### src/rtl/board_io_conditioner.sv
// rtl/board_io_conditioner.sv - board pin front end: sync/debounce, button irqs, reset stretch, LED PWM
module board_io_conditioner #(
  parameter int NUM_BTN         = 5,
  parameter int NUM_SW          = 16,
  parameter int NUM_LED         = 16,
  parameter int SYNC_STAGES     = 2,
  parameter int DEBOUNCE_CYCLES = 1000000,
  parameter int RST_HOLD_CYCLES = 16,
  parameter int PWM_BITS        = 8
) (
  input  logic                clk_i,
  input  logic                rst_i,
  input  logic [NUM_BTN-1:0]  btn_i,
  input  logic [NUM_SW-1:0]   sw_i,
  input  logic [NUM_BTN-1:0]  irq_mask_i,
  input  logic [NUM_BTN-1:0]  irq_ack_i,
  input  logic [NUM_LED-1:0]  led_i,
  input  logic [PWM_BITS-1:0] brightness_i,
  output logic                soc_rst_o,
  output logic [NUM_BTN-1:0]  btn_o,
  output logic [NUM_BTN-1:0]  btn_rise_o,
  output logic [NUM_BTN-1:0]  irq_pending_o,
  output logic                irq_o,
  output logic [NUM_SW-1:0]   sw_o,
  output logic                sw_change_o,
  output logic [NUM_LED-1:0]  led_o
);

  localparam int NCH = NUM_BTN + NUM_SW;
  localparam int CW  = $clog2(DEBOUNCE_CYCLES + 1);
  localparam int HW  = $clog2(RST_HOLD_CYCLES + 1);

  // Buttons occupy the low channel indices, switches the high ones.
  logic [NCH-1:0]         w_raw;
  logic [NCH-1:0]         w_sync;
  logic [NCH-1:0]         w_flip;
  logic [NCH-1:0]         r_stable;
  logic [SYNC_STAGES-1:0] r_sync [NCH];
  logic [CW-1:0]          r_cnt  [NCH];

  assign w_raw = {sw_i, btn_i};

  for (genvar g = 0; g < NCH; g++) begin : g_chan
    assign w_sync[g] = r_sync[g][SYNC_STAGES-1];
    assign w_flip[g] = (w_sync[g] != r_stable[g]) && (r_cnt[g] == CW'(DEBOUNCE_CYCLES - 1));

    always_ff @(posedge clk_i) begin
      if (rst_i) begin
        r_sync[g] <= '0;
        r_cnt[g]  <= '0;
      end else begin
        r_sync[g] <= {r_sync[g][SYNC_STAGES-2:0], w_raw[g]};
        if ((w_sync[g] != r_stable[g]) && !w_flip[g])
          r_cnt[g] <= r_cnt[g] + CW'(1);
        else
          r_cnt[g] <= '0;
      end
    end
  end

  logic [NUM_BTN-1:0] w_btn_set;
  logic [NUM_BTN-1:0] r_rise;
  logic [NUM_BTN-1:0] r_pend;
  logic               r_sw_change;

  assign w_btn_set = w_flip[NUM_BTN-1:0] & w_sync[NUM_BTN-1:0];

  // The set term spans the rise cycle too, so an ack seen alongside btn_rise_o loses.
  always_ff @(posedge clk_i) begin
    if (rst_i) begin
      r_stable    <= '0;
      r_rise      <= '0;
      r_pend      <= '0;
      r_sw_change <= 1'b0;
    end else begin
      r_stable    <= r_stable ^ w_flip;
      r_rise      <= w_btn_set;
      r_pend      <= w_btn_set | r_rise | (r_pend & ~irq_ack_i);
      r_sw_change <= |w_flip[NCH-1:NUM_BTN];
    end
  end

  logic [HW-1:0] r_hold;
  logic          r_soc_rst;

  always_ff @(posedge clk_i) begin
    if (rst_i) begin
      r_hold    <= '0;
      r_soc_rst <= 1'b1;
    end else if (r_soc_rst) begin
      r_hold <= r_hold + HW'(1);
      if (r_hold == HW'(RST_HOLD_CYCLES - 1))
        r_soc_rst <= 1'b0;
    end
  end

  logic [PWM_BITS-1:0] r_pwm;
  logic [NUM_LED-1:0]  r_led;
  logic                w_pwm_on;

  assign w_pwm_on = (brightness_i == {PWM_BITS{1'b1}}) || (r_pwm < brightness_i);

  always_ff @(posedge clk_i) begin
    if (rst_i) begin
      r_pwm <= '0;
      r_led <= '0;
    end else begin
      r_pwm <= r_pwm + PWM_BITS'(1);
      r_led <= led_i & {NUM_LED{w_pwm_on}};
    end
  end

  assign soc_rst_o     = r_soc_rst;
  assign btn_o         = r_stable[NUM_BTN-1:0];
  assign sw_o          = r_stable[NCH-1:NUM_BTN];
  assign btn_rise_o    = r_rise;
  assign irq_pending_o = r_pend;
  assign irq_o         = |(r_pend & irq_mask_i);
  assign sw_change_o   = r_sw_change;
  assign led_o         = r_led;

endmodule

### config.mk
export PLATFORM = sky130hd
export DESIGN_NAME = board_io_conditioner
export DESIGN_NICKNAME = d
export VERILOG_FILES = /design/src/rtl/board_io_conditioner.sv
export SDC_FILE = /design/constraint.sdc
export NUM_CORES = 1
export LEC_CHECK = 0
export CORE_MARGIN = 4
export CORE_UTILIZATION = 55
export CTS_CLUSTER_DIAMETER = 200
export DETAILED_ROUTE_END_ITERATION = 7
export GPL_TIMING_DRIVEN = 1
export PLACE_DENSITY = 0.76
export SYNTH_ARGS = -nofsm -noshare
export SYNTH_HDL_FRONTEND = slang
export SYNTH_SLANG_ARGS = --single-unit
export TNS_END_PERCENT = 1
### constraint.sdc
create_clock -name clk_i -period 2.3 [get_ports clk_i]
set_clock_uncertainty 0.1 [all_clocks]
set_input_delay 0.345 -clock clk_i [delete_from_list [all_inputs] [get_ports clk_i]]
set_output_delay 0.345 -clock clk_i [all_outputs]
set_load 0.01 [all_outputs]
# --- Word level (Yosys, flattened, before mapping) ---
# Memory sizes are Yosys's and may differ from the RTL's.
# Index checks and enable logic that the tools add are counted.
# Widths: inputs -> output; s select.
totals:
  mem_bits_ro: 0
  latchBits: 0
  memories: 2
  ram_bits: 462
  reg_bits: 62
op_classes:
  magnitude_cmp: 1
  bitwise: 71
  n_mul: 0
  mux: 194
  n_eq_ne: 44
  shifts: 0
  reduce_logical: 66
  n_addsub: 23
  div_mod_pow: 0
memory_table:
  columns: ["name", "depth", "width", "read_ports", "rd_ports_with_merged_regs", "write_ports", "line", "rtl"]
  rows:
  - ["r_cnt", 21, 20, 21, 0, 21, "39", "logic [CW-1:0] r_cnt [NCH];"]
  - ["r_sync", 21, 2, 21, 0, 21, "38", "logic [SYNC_STAGES-1:0] r_sync [NCH];"]
op_table:
  columns: ["operator", "n"]
  rows:
  - ["$mux 20", 42]
  - ["$add 20x1->20 const B", 21]
  - ["$eq 20x20->1 const B", 21]
  - ["$mux 1", 131]
  - ["$or 1x1->1", 63]
  - ["$logic_and 1x1->1", 42]
  - ["$mux 2", 21]
  - ["$logic_not 1->1", 21]
  - ["$ne 1x1->1", 21]
  - ["$xor 21x21->21", 1]
  - ["$and 16x16->16", 1]
  - ["$reduce_or 16->1", 1]
  - ["$and 5x5->5", 3]
  - ["$or 5x5->5", 2]
  - ["$add 8x1->8 const B", 1]
  - ["$eq 8x8->1 const B", 1]
  - ["$lt 8x8->1", 1]
  - ["$add 5x1->5 const B", 1]
  - ["$eq 5x4->1 const B", 1]
  - ["$not 5->5", 1]
  - ["$reduce_or 5->1", 1]
  - ["$logic_or 1x1->1", 1]

# --- Logic depth before layout (Yosys ltp) ---
depth:
  word_depth: 9
  ltp_mapped: 8
  depth_no_buf: 7

# --- Least setup slack after synthesis ---
# OpenSTA, ideal clock, no wires.
synth_timing:
  path_kind: "register -> register"
  startpoint: "memory r_cnt[8][12] (netlist bit)"
  endpoint: "memory r_cnt[8][16] (netlist bit) (data pin)"
  required_time_ps: 1946
  setup_time_ps: 254
  arrival_time_ps: 1877
  slack_ps: 69
  path_stages_with_launch: 7
  path_buffers: 1
  path_cell_list: "edfxtp_1 -> or4b_1 -> or4_1 -> nor2_1 -> or3_1 -> buf_4 -> nor2_1"
synth_rtl:
  columns: ["item", "line"]
  rows:
  - ["from (decl)", "39"]

==> results.toml <==
[setup_path]
crit_fanout = 20
crit_arrival_ns = 2.53
required_ns = 2.54
reg2reg_to = "r_cnt[8][8]$_SDFFCE_PP0P_"
startpoint = "r_cnt[8][10]$_SDFFCE_PP0P_"
crit_type = "reg2reg"
end_kind = "flip-flop"
crit_end = "r_cnt[8][8]$_SDFFCE_PP0P_"
ff2ff_setup_slack_ns = 0.008
cp-start-kind = "flip-flop"
reg2regPathDepth = 6
reg2reg_from = "r_cnt[8][10]$_SDFFCE_PP0P_"

[cts]
cts_sinks = 524
post_cts_buffers = 0
cts-root-to-sink-buffers = 3
cts_root_buffer = "clkbuf_16"
cts_buffers = 55
clk_latency_ns = 0.59
cts_tree = "built"
path_clk_slew_ns = 0.06
htree_num_levels = 2

[finish]
post-route-util_pct = 68.4
final_cell_mix = "nor2_1 (535), edfxtp_1 (420), conb_1 (420), xor2_1 (230), nand3_1 (170)"
areaGrowthSynthToFinish_pct = 22.9
finalNetCount = 3156
multi_input_area_mm2 = 0.0124
drive_gt1_share_pct = 6.87
n_fill_cell = 3500
antenna_cells = 0
mostFrequentLayoutCell = "nor2_1"
design_area_mm2 = 0.0318
seqCellArea_mm2 = 0.0147

[logic_synthesis]
synth-edff-count = 420
synth_warnings = 0
syn_area_per_cell_um2 = 10.5
ys_ff_latch = 524
synth_flop_cell = "edfxtp_1"
ys_async_sr_fraction_pct = 0
synthDistinctLibCells = 52
synthesis.instances = 2459
seq_area_frac_synth_pct = 56.7
syn-cell-area_mm2 = 0.0259

[sta]
final_hold_viol_count = 0
min_period_ns = 2.29
rsz0062_at_grt = "true"
whs_ns = 0.120
setup_viol = 0
fin_crit_sh_pct = 99.6
slew_viol_final = 0
layout_setup_ws_ns = 0.00819
slew_headroom_pct = 65.5
fmax_mhz = 436
worstMarginPinSlew_ns = 0.518

[floorplanning]
num_rows = 79
initial_core_util_pct = 55.7
die_h_um = 225
fp.dieW_um = 225
dieArea_mm2 = 0.0507
core_area_mm2 = 0.0466
boundaryPins = 107

[place]
hpwl_um = 35700
place_congestion = 0.842
port_buffers = 106
placed_area_mm2 = 0.0299
pre_cts_ws_ns = -0.0245

[global_route]
first_global_vias = 18613
grt_usage_pct = 19.9
grt_max_degree = 38
grt_overflow = 0
grt_pass1_wl_um = 85100
antenna_found_initial = 1

[run_status]
outcome = "completed"

[power]
p_leak_nw = 11.7
peakVddDrop_uv = 580
p_per_area_mw_per_mm2 = 660

[detailed_routing]
wl_um = 50200
routed-via-count = 18736
ant_nets = 0
first_iter_violations = 1171
drc = 0
firstDrtPassIters = 7
vias_per_cell = 5.04
wire_per_inst_um = 13.5

[worst_hold_path]
worstHoldPathType = "in2reg"

[run]
maxCapViolCount = 0
==> where the power goes <==
part	switching, W	internal, W	leakage, nW
registers	0.000371	0.0106	5.19
clock network	0.00363	0.00542	0.933
logic	0.000507	0.000461	5.56
total	0.00451	0.0165	11.7
==> stage by stage <==
stage,setup TNS [ns],std cells,power (W)
3_3_place_gp,0,3618,0.0121
3_5_place_dp,-0.275,3618,0.0121
5_1_grt,-1.97,3721,0.0218
4_1_cts,-0.00285,3721,0.0212
6_report,0,3721,0.0210
2_1_floorplan,0,2878,0.0117
==> cells by family (layout without fill, tap and decap cells) <==
| family | count (synthesis) | count (layout) | synth area share (%) |
|---|---|---|---|
| AOI/OAI and AO/OA | 79 | 79 | 1.70 |
| xor gates and xnor gates | 394 | 394 | 13.3 |
| adders and majority gates | 31 | 31 | 1.50 |
| buffers and inverters | 127 | 363 | 1.94 |
| DFF | 524 | 524 | 56.7 |
| muxes | 18 | 18 | 0.695 |
| other | 1 | 420 | 0.0145 |
| and+or+nand+nor | 1285 | 1285 | 24.1 |
==> worst min path at each step <==
| stage | end | cells after the start | startpoint | slack, ns |
|---|---|---|---|---|
| 6_report | flip-flop | 2 | rst_i | 0.12 |
| 5_1_grt | flip-flop | 2 | rst_i | 0.10 |
| 4_1_cts | flip-flop | 2 | rst_i | 0.09 |
| 3_5_place_dp | r_sync[0][1]$_SDFF_PP0_ | 1 | r_sync[0][0]$_SDFF_PP0_ | 0.33 |
| 3_3_place_gp | r_sync[1][1]$_SDFF_PP0_ | 1 | r_sync[1][0]$_SDFF_PP0_ | 0.32 |
| 2_1_floorplan | r_sync[0][11]$_SDFF_PP0_ | 1 | r_sync[0][10]$_SDFF_PP0_ | 0.31 |
==> cell usage after synthesis (all sizes together) (18+ instances only) <==
library cell | n | area [µm²]
nor2 | 536 | 2010
edfxtp | 420 | 12600
xor2 | 230 | 2010
nand3 | 172 | 871
xnor2 | 164 | 1440
nand2 | 154 | 578
dfxtp | 104 | 2080
nand4 | 75 | 469
and3 | 67 | 420
inv | 63 | 236
nor3 | 50 | 250
nor2b | 49 | 307
a21oi | 47 | 239
clkbuf | 45 | 169
or3 | 34 | 213
ha | 31 | 388
nor4 | 28 | 181
nor4b | 28 | 245
nand2b | 25 | 156
and4 | 19 | 166
buf | 19 | 97.6
mux2i | 18 | 180
o21ai | 18 | 90.1
==> state kept, by name, indices dropped and copies added, names as in the netlist, named ones only <==
name	count
r_hold	5
sw_change_o	1
btn_rise_o	5
irq_pending_o	5
r_sync	42
r_cnt	420
r_pwm	8
led_o	16
soc_rst_o	1
==> repair_timing <==
action,in CTS,in global routing
hold buffers,0,0
setup endpoints to repair,41,158
resized for setup,4,19
pin swaps,0,2
==> cell type report <==
type                       instances  area share, %
clock inverter                    16          0.420
tap                              607           2.39
clock buffer                      87           5.48
timing repair buffer             197           5.90
inverter                          63          0.743
sequential                       524           46.1
multi-input combinational       2227           38.9
==> layer usage <==
layer / GRT usage (%) / vias to the layer above / part of all wire [%] / wire length (µm)
li1: - / 9412 / - / -
met1: 26.4 / 8916 / 45 / 22600
met2: 33.8 / 318 / 48 / 24200
met3: 3.88 / 90 / 4.4 / 2230
met4: 5.30 / 0 / 2.2 / 1120
met5: 0 / - / 0 / 0
==> worst max-delay path, stage by stage, from the launching register on <==
cell and delay, ns:
edfxtp_1 0.38, or4b_1 0.51, or4_1 0.53, nor2_1 0.13
or3_1 0.16, buf_12 0.16, nor2_1 0.06
Note: power is estimated with default switching activity, not from simulation.
